<file path="src/rtl/dmem_arbiter.sv">
// dmem_arbiter: CPU/debug arbiter for one data-memory port with starvation force.
// Define DMEM_ARB_RR_EN for round-robin on contention; fixed CPU priority otherwise.
module dmem_arbiter #(
    parameter int STARVE_LIMIT = 4
) (
    input  logic        clk,
    input  logic        rst_n,
    input  logic        cpu_req,
    input  logic        cpu_we,
    input  logic [13:0] cpu_addr,
    input  logic [31:0] cpu_wdata,
    output logic [31:0] cpu_rdata,
    output logic        cpu_stall,
    input  logic        dbg_req,
    input  logic        dbg_we,
    input  logic [13:0] dbg_addr,
    input  logic [31:0] dbg_wdata,
    output logic        dbg_gnt,
    output logic [31:0] dbg_rdata,
    output logic        dbg_rvalid,
    output logic [13:0] mem_a,
    output logic        mem_we,
    output logic [31:0] mem_d,
    input  logic [31:0] mem_spo
);
    localparam logic [3:0] LIMIT = 4'(STARVE_LIMIT);

    logic [3:0] starve_cnt;
    logic       last_owner;
    logic       forced;
    logic       dbg_win;
    logic       cpu_gnt;

    assign cpu_rdata = mem_spo;

    // Grant decision and memory steering; reset masks every strobe so no write commits mid-reset
    always_comb begin
        forced = dbg_req && starve_cnt == LIMIT;
`ifdef DMEM_ARB_RR_EN
        dbg_win = dbg_req && (!cpu_req || forced || !last_owner);
`else
        dbg_win = dbg_req && (!cpu_req || forced);
`endif
        cpu_gnt = cpu_req && !dbg_win;
        dbg_gnt = rst_n && dbg_win;
        cpu_stall = rst_n && cpu_req && !cpu_gnt;
        mem_a = dbg_gnt ? dbg_addr : cpu_addr;
        mem_d = dbg_gnt ? dbg_wdata : cpu_wdata;
        mem_we = rst_n && (dbg_win ? dbg_we : cpu_gnt && cpu_we);
    end

    // Starvation counter, grant history and registered debug read return
    always_ff @(posedge clk or negedge rst_n) begin
        if (!rst_n) begin
            starve_cnt <= '0;
            last_owner <= 1'b0;
            dbg_rvalid <= 1'b0;
            dbg_rdata  <= '0;
        end else begin
            starve_cnt <= (!dbg_req || dbg_gnt) ? 4'd0 : (starve_cnt == LIMIT ? starve_cnt : starve_cnt + 4'd1);
            last_owner <= (dbg_gnt || cpu_gnt) ? dbg_gnt : last_owner;
            dbg_rvalid <= dbg_gnt && !dbg_we;
            dbg_rdata  <= (dbg_gnt && !dbg_we) ? mem_spo : dbg_rdata;
        end
    end
endmodule

</file>
<file path="config.mk">
export PLATFORM = sky130hd
export DESIGN_NAME = dmem_arbiter
export DESIGN_NICKNAME = d
export VERILOG_FILES = /design/src/rtl/dmem_arbiter.sv
export SDC_FILE = /design/constraint.sdc
export NUM_CORES = 1
export LEC_CHECK = 0
export CAP_MARGIN = 40
export CORE_ASPECT_RATIO = 0.7
export CORE_UTILIZATION = 30
export CTS_CLUSTER_DIAMETER = 60
export DETAILED_ROUTE_END_ITERATION = 6
export DONT_BUFFER_PORTS = 1
export PLACE_DENSITY = 0.45
export SLEW_MARGIN = 20
export SYNTH_ARGS = -nofsm -noshare
export SYNTH_HDL_FRONTEND = slang
export SYNTH_SLANG_ARGS = --single-unit
</file>
<file path="constraint.sdc">
create_clock -name clk -period 1.9 [get_ports clk]
set_clock_uncertainty 0.2 [all_clocks]
set_input_delay 0.19 -clock clk [delete_from_list [all_inputs] [get_ports clk]]
set_output_delay 0.19 -clock clk [all_outputs]
set_load 0.005 [all_outputs]
</file>
==> impl_results.md, run 1 <==
* Outcome: complete, but fails checks
* Violations in the final reports: setup timing
* Critical path, cell by cell: inv_2 > ha_4 > nand3b_4 > a21oi_4 > buf_12 > buf_12 > mux2_2
* CP delay by family, top: flip-flops
* Total wire length after detailed routing at 7860 microns
* Data required, critical path at 1510 ps
* Aggregate negative setup slack at -22560 ps
* Post-layout util at between 40% and 50%
* Die Wd at 107 microns
* Number of buffers created by CTS at 5
* Switching power at between 0.5 and 0.6 mW
* Register bit count reported by yosys at 37
* Floorplan row count at 26
* Height of the die at 75.7 microns
* Final net count at about 340
* Routing usage on met1 at 20.9%
* Max-slew violation total from the final report at 0
* Worst IR drop on VDD at 0.350 mV
* Global-route layer with the greatest usage: met2
* Synth unique cells at 27
* Worst EP arrival at 1850 ps
* H-Tree Level Count at 2
* Crit. End Element: output pin
* RSZ-0062 raised after global routing: true
* CTS tree: built
* Standard cell with the maximum stage delay on the critical path: sky130_fd_sc_hd__dfrtp_1
* Starting density of the core at 31.4%
* PD cells at 732 nW/um^2
* Number of antenna-violating nets in the routed design at 0
* Leakage power total at 1.37 nW
* # DRC at 0
* Met2 capacity usage during global routing at 27.2%
* Slowest stage delay, CP at 390 ps
* Diode insertion count for antenna repair at 0
* Path depth of the worst reg2reg path at 8
* Part of the Yosys area used for sequential elements at ~40%
* DRC marker count from the first detailed-route iteration at 82
* Drt via density at approximately 5.1
* All-Layer GR Usage at 16.7%
* Tmin final at 2240 ps
* # setup viols final at 80
* Crit-path most repeated cell: sky130_fd_sc_hd__buf_12
* Most frequent cells in the layout: sky130_fd_sc_hd__mux2_2 (43), sky130_fd_sc_hd__dfrtp_1 (37), sky130_fd_sc_hd__mux2_4 (35), sky130_fd_sc_hd__dlygate4sd3_1 (35), sky130_fd_sc_hd__buf_4 (8)
* Global-route wire length before repair at 9510 microns
* Post-synthesis area per instance at 12.7 sq um
* Clock slew at reported path FFs at 70 ps
* Iteration count of the initial detailed-routing pass at 4
* Number of buffers added on ports at 0
* Routed wirelength normalized by instance count at approximately 25 microns
* I/O pin total at 244
* Min-Delay Path Depth at 3
* Total grt overflow at 0
* Hold violation total from the final report at 0
* Worst Hold Margin at 26.3 ps
* Largest fanout of any net on the critical path at 9
* Total Power Consumption at ~2.3 mW
* Category of the most critical setup path: flop to output pin
* Final worst slack at -343 ps
* Combinational Power Share at about a quarter
* Tightest Pin Transition at ~270 ps
* Synthesized area at ~2300 sq um
* Global routing usage on met3 at 6.42%
* Fraction of power spent switching nets at 25.4%
* Cell internal power dissipation at between 1.5 and 2 mW
* Min-Delay Path Class: primary input to flop
* Standard cell core area at between 7000 and 8000 sq um
* CP startpoint kind: flop
* Buffers and inverters on the worst path at 3
* F_max at 446 MHz
* Fraction of power consumed by sequential logic at 46.5%
* Cell count after synthesis at about 180
* Synth warn at 0
* GP Congestion at 0.730
* Vias after detailed routing at 1591
* Number of global-route vias before repair at 1618
* Clock latency at the later pin of the worst-skew pair at between 200 and 300 ps
* Initial antenna violation count at 0
* Most frequent standard cell in the layout excluding fill and tap cells: sky130_fd_sc_hd__mux2_2
* Area enclosed by the die boundary at around 8100 sq um
* Tightest slew margin relative to the limit at 81.8%
* Final critical-path share of the clock period at 118%
* Maxcap violations at 0
* Share of power burned in the clock network at 30.0%
* Worst path depth at 7
* Clock tree root buffer cell: sky130_fd_sc_hd__clkbuf_8
* Buffers from clock root to sink, at most at 2
* Fraction of final layout cells with drive strength greater than 1 at between 50 and 60%
* TritonCTS sink count at 37
* Signed area change from the synthesized netlist to the final layout at 36.8%
* Mapped Nets at 316
* Maximum number of pins on one net before global-route repair at 42
timing repair:
| action | CTS | global route |
|---|---|---|
| setup endpoints to repair | 80 | 80 |
| hold endpoints to repair | 73 | 0 |
| hold buffers | 36 | 0 |
| gates cloned | 5 | 5 |
| resized for setup | 19 | 14 |
| setup buffers | 6 | 4 |
| pin swaps | 2 | 1 |
metrics by stage:
stage          setup slack [ps]  cell area (sq um)  std cells
3_3_place_gp              -3.02               2290        249
6_report                   -343               3180        311
5_1_grt                    -405               3180        311
3_5_place_dp              -45.6               2290        249
4_1_cts                    -355               3000        304
2_1_floorplan             -22.0               2410        184
cell families after synthesis:
kind of cell | share of synthesized area (%)
adder cells (fa/ha/maj) | 1.07
AO/OA/AOI/OAI | 2.96
XOR/XNOR | 0.376
flip-flops | 39.8
AND/OR/NAND/NOR | 3.92
multiplexers | 38.2
buffers and inverters | 13.8
synth_stat cells:
cell type	count	area, sq um
sky130_fd_sc_hd__and3b_1	1	8.76
sky130_fd_sc_hd__mux2_1	1	11.3
sky130_fd_sc_hd__and3_1	1	6.26
sky130_fd_sc_hd__dfrtp_1	37	926
sky130_fd_sc_hd__a32o_1	1	10.0
sky130_fd_sc_hd__buf_4	36	270
sky130_fd_sc_hd__nand2_1	3	11.3
sky130_fd_sc_hd__a211oi_4	1	20.0
sky130_fd_sc_hd__or3_1	1	6.26
sky130_fd_sc_hd__a21oi_1	3	15.0
sky130_fd_sc_hd__mux2_2	77	867
sky130_fd_sc_hd__buf_6	3	33.8
sky130_fd_sc_hd__a221oi_1	1	8.76
sky130_fd_sc_hd__xnor2_1	1	8.76
sky130_fd_sc_hd__mux2i_1	1	10.0
sky130_fd_sc_hd__buf_2	1	5.00
sky130_fd_sc_hd__o21a_1	1	7.51
sky130_fd_sc_hd__nor2b_1	1	6.26
sky130_fd_sc_hd__nand3_1	1	5.00
sky130_fd_sc_hd__and2_1	1	6.26
sky130_fd_sc_hd__ha_1	2	25.0
sky130_fd_sc_hd__nor3_1	2	10.0
sky130_fd_sc_hd__nand3b_1	1	7.51
sky130_fd_sc_hd__a211oi_1	1	7.51
sky130_fd_sc_hd__nand3b_4	1	20.0
sky130_fd_sc_hd__nor2_1	1	3.75
sky130_fd_sc_hd__inv_1	3	11.3
metal layers:
metal / up-vias / part of all wire, %
met3: 8 / 9.5
li1: 678 / -
met4: 0 / 1.0
met5: - / 0
met1: 797 / 42
met2: 108 / 48
path summary, 6_finish.rpt:
check	slack, ps	endpoint	startpoint
min in group asynchronous	160	dbg_rdata[17]	rst_n
max in group asynchronous	1150	dbg_rdata[8]	rst_n
hold / removal	30	starve_cnt[0]	cpu_req
hold reg to reg	340	dbg_rdata[15]	dbg_rdata[15]
setup reg to reg	-270	dbg_rdata[6]	starve_cnt[1]
setup / recovery	-340	mem_a[1]	starve_cnt[1]
worst register-to-register path: cells and delay by family (launching register included):
family,cells,cell delay (ps)
and+or+nand+nor,1,90
DFF,1,390
adders and majority gates,1,150
AOI/OAI and AO/OA,1,230
buffers and inverters,4,660
muxes,1,330
power by group through the flow:
| stage | Combinational, mW | Clock [mW] | Sequential [mW] |
|---|---|---|---|
| after floorplan | 0.375 | 0 | 1.07 |
| after detailed placement | 0.379 | 0 | 1.10 |
| after global routing | 0.590 | 0.777 | 1.11 |
| after CTS | 0.507 | 0.726 | 1.09 |
| final | 0.547 | 0.700 | 1.08 |
| after global placement | 0.359 | 0 | 1.10 |
flip-flops by register name, indices dropped and copies added (netlist names):
| signal | cells |
|---|---|
| starve_cnt | 4 |
| dbg_rdata | 32 |
| dbg_rvalid | 1 |
area by class of cell:
type / instances / area (sq um)
Fill cell: 690 / 4230
Multi-Input combinational cell: 104 / 1240
Tap cell: 98 / 123
Timing Repair Buffer: 61 / 763
Sequential cell: 37 / 926
Clock buffer: 6 / 82.6
Clock inverter: 2 / 37.5
Inverter: 3 / 11.3
Note: power is estimated with default switching activity, not from simulation.
==> inputs of run 2 (changes only) <==
ABC_AREA = 1   (was unset)
==> impl_results.md, run 2 <==
* Share of Yosys cell area claimed by the top area cell type at 38.1% (-1.6 points)
* Fraction of power consumed by sequential logic at 41.7% (-4.8 points)
* Library cell with the largest summed area after synthesis: sky130_fd_sc_hd__dfrtp_1
* Cell count after synthesis at 360 (+96%)
* Standard cell core area at 7840 sq um (+5.7%)
* Cell with the most instances after synthesis: sky130_fd_sc_hd__nand2_1
* Aggregate negative setup slack at -3690 ps (+18870 ps)
* Tightest Pin Transition at 302 ps (+28.7 ps)
* CP delay by family, top: buffers and inverters
* Crit. End Element: output pin
* Synth unique cells at 19 (-30%)
* Max-slew violation total from the final report at 0 (unchanged)
* Min-Delay Path Class: primary input to flop
* Post-synthesis area per instance at 6.75 sq um (-47%)
* Part of the Yosys area used for sequential elements at 38.1% (-1.6 points)
* Mapped Nets at 492 (+56%)
* Final critical-path share of the clock period at 105% (-13 points)
* Tightest slew margin relative to the limit at 79.8% (-1.9 points)
* H-Tree Level Count at 2 (unchanged)
* Main flop type after synthesis: sky130_fd_sc_hd__dfrtp_1
* Vias after detailed routing at 2390 (+50%)
* Initial antenna violation count at 0 (unchanged)
* Tmin final at 2000 ps (-241 ps)
* Register bit count reported by yosys at 37 (unchanged)
* Hold violation total from the final report at 0 (unchanged)
* Combinational Power Share at 23.9% (+0.4 points)
* # setup viols final at 49 (-39%)
* Standard cell with the maximum stage delay on the critical path: sky130_fd_sc_hd__dfrtp_1
* Critical path, cell by cell: inv_2 > ha_4 > nand3_4 > nand2_4 > nand3_4 > inv_4 > buf_8 > clkbuf_16 > nand2_1 > nand2_2
* Number of synthesized flops with an enable pin at 0 (unchanged)
* Drt via density at 5.01 (-2.1%)
* Synthesized area at 2430 sq um (+4.3%)
* Clock tree root buffer cell: sky130_fd_sc_hd__clkbuf_16
* Diode insertion count for antenna repair at 0 (unchanged)
* Buffers from clock root to sink, at most at 2 (unchanged)
* Share of flip-flops with an asynchronous set or reset after synthesis at 100% (unchanged)
* Largest registers ranked by flip-flop count: dbg_rdata: 32 flops, starve_cnt: 4 flops, dbg_rvalid: 1 flops
* Final net count at 507 (+47%)
* Cell internal power dissipation at 1.80 mW (+3.3%)
* PD cells at 759 nW/um^2 (+3.6%)
* Most frequent cells in the layout: sky130_fd_sc_hd__nand2_1 (140), sky130_fd_sc_hd__nand2_2 (55), sky130_fd_sc_hd__dfrtp_1 (37), sky130_fd_sc_hd__nand4_1 (35), sky130_fd_sc_hd__dlygate4sd3_1 (34)
* Top register by number of flip-flops: dbg_rdata
* Signed area change from the synthesized netlist to the final layout at 39.9%
* Number of buffers added on ports at 0 (unchanged)
* TritonCTS sink count at 37 (unchanged)
* F_max at 499 MHz (+12%)
* Switching power at 0.780 mW (+32%)
* CP startpoint kind: flop
* Die Wd at 110 microns (+2.1%)
* Violations in the final reports: setup timing
* Floorplan row count at 27 (+3.8%)
* Height of the die at 77.3 microns (+2.1%)
* Global-route wire length before repair at 11000 microns (+16%)
* Largest register FFs at 32 (unchanged)
* Routed wirelength normalized by instance count at 17.2 microns (-32%)
* DRC marker count from the first detailed-route iteration at 167 (+100%)
* Synth warn at 0 (unchanged)
* Crit-path most repeated cell: sky130_fd_sc_hd__nand3_4
* Worst EP arrival at 1610 ps (-240 ps)
* Slowest stage delay, CP at 390 ps (about the same)
* I/O pin total at 244 (unchanged)
* Share of power burned in the clock network at 34.4% (+4.4 points)
* GP Congestion at 0.770 (+5.5%)
* Most frequent standard cell in the layout excluding fill and tap cells: sky130_fd_sc_hd__nand2_1
* Number of buffers created by CTS at 5 (unchanged)
* Reg2reg setup slack at 160 ps (+430 ps)
* Total grt overflow at 0 (unchanged)
* Number of antenna-violating nets in the routed design at 0 (unchanged)
* Maxcap violations at 0 (unchanged)
* Worst Hold Margin at 98.7 ps (+72.5 ps)
* Fraction of final layout cells with drive strength greater than 1 at 30.6% (-26 points)
* CTS tree: built
* All-Layer GR Usage at 17.1% (+0.40 points)
* Fraction of power spent switching nets at 30.3% (+4.9 points)
* Category of the most critical setup path: flop to output pin
* Area enclosed by the die boundary at 8460 sq um (+4.2%)
* Total wire length after detailed routing at 8230 microns (+4.7%)
* Maximum number of pins on one net before global-route repair at 70 (+67%)
* Starting density of the core at 31.0% (-0.41 points)
* # DRC at 0 (unchanged)
* Clock slew at reported path FFs at 60 ps (about the same)
* Final worst slack at -102 ps (+241 ps)
* Iteration count of the initial detailed-routing pass at 4 (unchanged)
* Outcome: complete, but fails checks
* Buffers and inverters on the worst path at 4 (+1)
* Worst IR drop on VDD at 0.360 mV (+2.9%)
* Leading post-synthesis cells by cell area: sky130_fd_sc_hd__dfrtp_1 (38%), sky130_fd_sc_hd__nand2_1 (32%), sky130_fd_sc_hd__buf_4 (11%)
* Leakage power total at 1.78 nW (+30%)
* Data required, critical path at 1510 ps (about the same)
* Cell types with the highest counts after synthesis: sky130_fd_sc_hd__nand2_1 (209), sky130_fd_sc_hd__dfrtp_1 (37), sky130_fd_sc_hd__nand4_1 (35)
* RSZ-0062 raised after global routing: true
* Largest fanout of any net on the critical path at 6 (-3)
* Clock latency at the later pin of the worst-skew pair at 280 ps (about the same)
* Number of global-route vias before repair at 2181 (+35%)
* Sum of net half-perimeters after detailed placement at 4770 microns
* Filler instances at 789 (+14%)
## run 2: worst register-to-register path, delay by kind of cell (launching register included)
kind                       cells  cell delay [ps]
AOI/OAI and AO/OA              1              180
and+or+nand+nor                3              280
DFF                            1              390
adders and majority gates      1              140
buffers and inverters          3              500
## run 2: layout make-up
type | instances | area (sq um) | area share [%]
Multi-Input combinational cell | 259 | 1390 | 40.9
Sequential cell | 37 | 926 | 27.2
Timing Repair Buffer | 63 | 759 | 22.3
Clock buffer | 7 | 153 | 4.49
Tap cell | 101 | 126 | 3.72
Inverter | 9 | 36.3 | 1.07
Clock inverter | 1 | 8.76 | 0.258
## run 2: per-layer routing
layer	up-vias	share of wire [%]	track usage (%)
met2	129	45	25.2
met1	1114	43	23.2
met4	0	0.56	3.47
met5	-	0	0
li1	1139	-	-
met3	8	12	6.97
## run 2: repair_timing
item	CTS	global route
pin swaps	3	23
setup buffers	5	2
resized for setup	16	85
hold buffers	35	0
setup endpoints to repair	49	49
cloned	3	5
hold endpoints to repair	73	0
## run 2: cells by family after synthesis
| kind of cell | Yosys count | share of synthesized area (%) |
|---|---|---|
| and+or+nand+nor | 252 | 43.3 |
| xor gates and xnor gates | 2 | 0.721 |
| adders and majority gates | 2 | 1.03 |
| DFF | 37 | 38.1 |
| AOI/OAI and AO/OA | 3 | 0.773 |
| buffers and inverters | 64 | 16.0 |
## run 2: final timing paths
path / start / cells after the start / endpoint
min reg2reg: dbg_rdata[12] / 2 / dbg_rdata[12]
min: dbg_req / 3 / dbg_rvalid
max reg2reg: starve_cnt[0] / 8 / dbg_rdata[7]
max: starve_cnt[0] / 10 / mem_a[6]
min in group asynchronous: rst_n / 2 / dbg_rdata[23]
max in group asynchronous: rst_n / 2 / starve_cnt[2]
## run 2: power by group through the flow
stage	sequential, mW	clock (mW)	combinational (mW)
2_1_floorplan	1.05	0	0.368
3_3_place_gp	1.09	0	0.380
3_5_place_dp	1.08	0	0.389
4_1_cts	1.07	0.933	0.527
5_1_grt	1.09	0.964	0.700
6_report	1.07	0.886	0.617
## run 2: stage by stage
| stage | cells | total power, mW | setup slack (ps) | area (sq um) | utilization [%] |
|---|---|---|---|---|---|
| global route | 477 | 2.76 | -205 | 3400 | 43.4 |
| floorplan | 360 | 1.42 | 89.1 | 2430 | - |
| finish | 477 | 2.58 | -102 | 3400 | 43.4 |
| CTS | 470 | 2.53 | -97.2 | 3020 | 38.5 |
| detailed placement | 419 | 1.47 | 99.4 | 2320 | 29.6 |
| global placement | 419 | 1.47 | 127 | 2320 | 29.6 |
==> inputs of run 3 (changes only) <==
CTS_CLUSTER_SIZE = 28   (was unset)
==> results of run 3 <==
No change in the layout: final DEF, timing and power equal those of run 2.
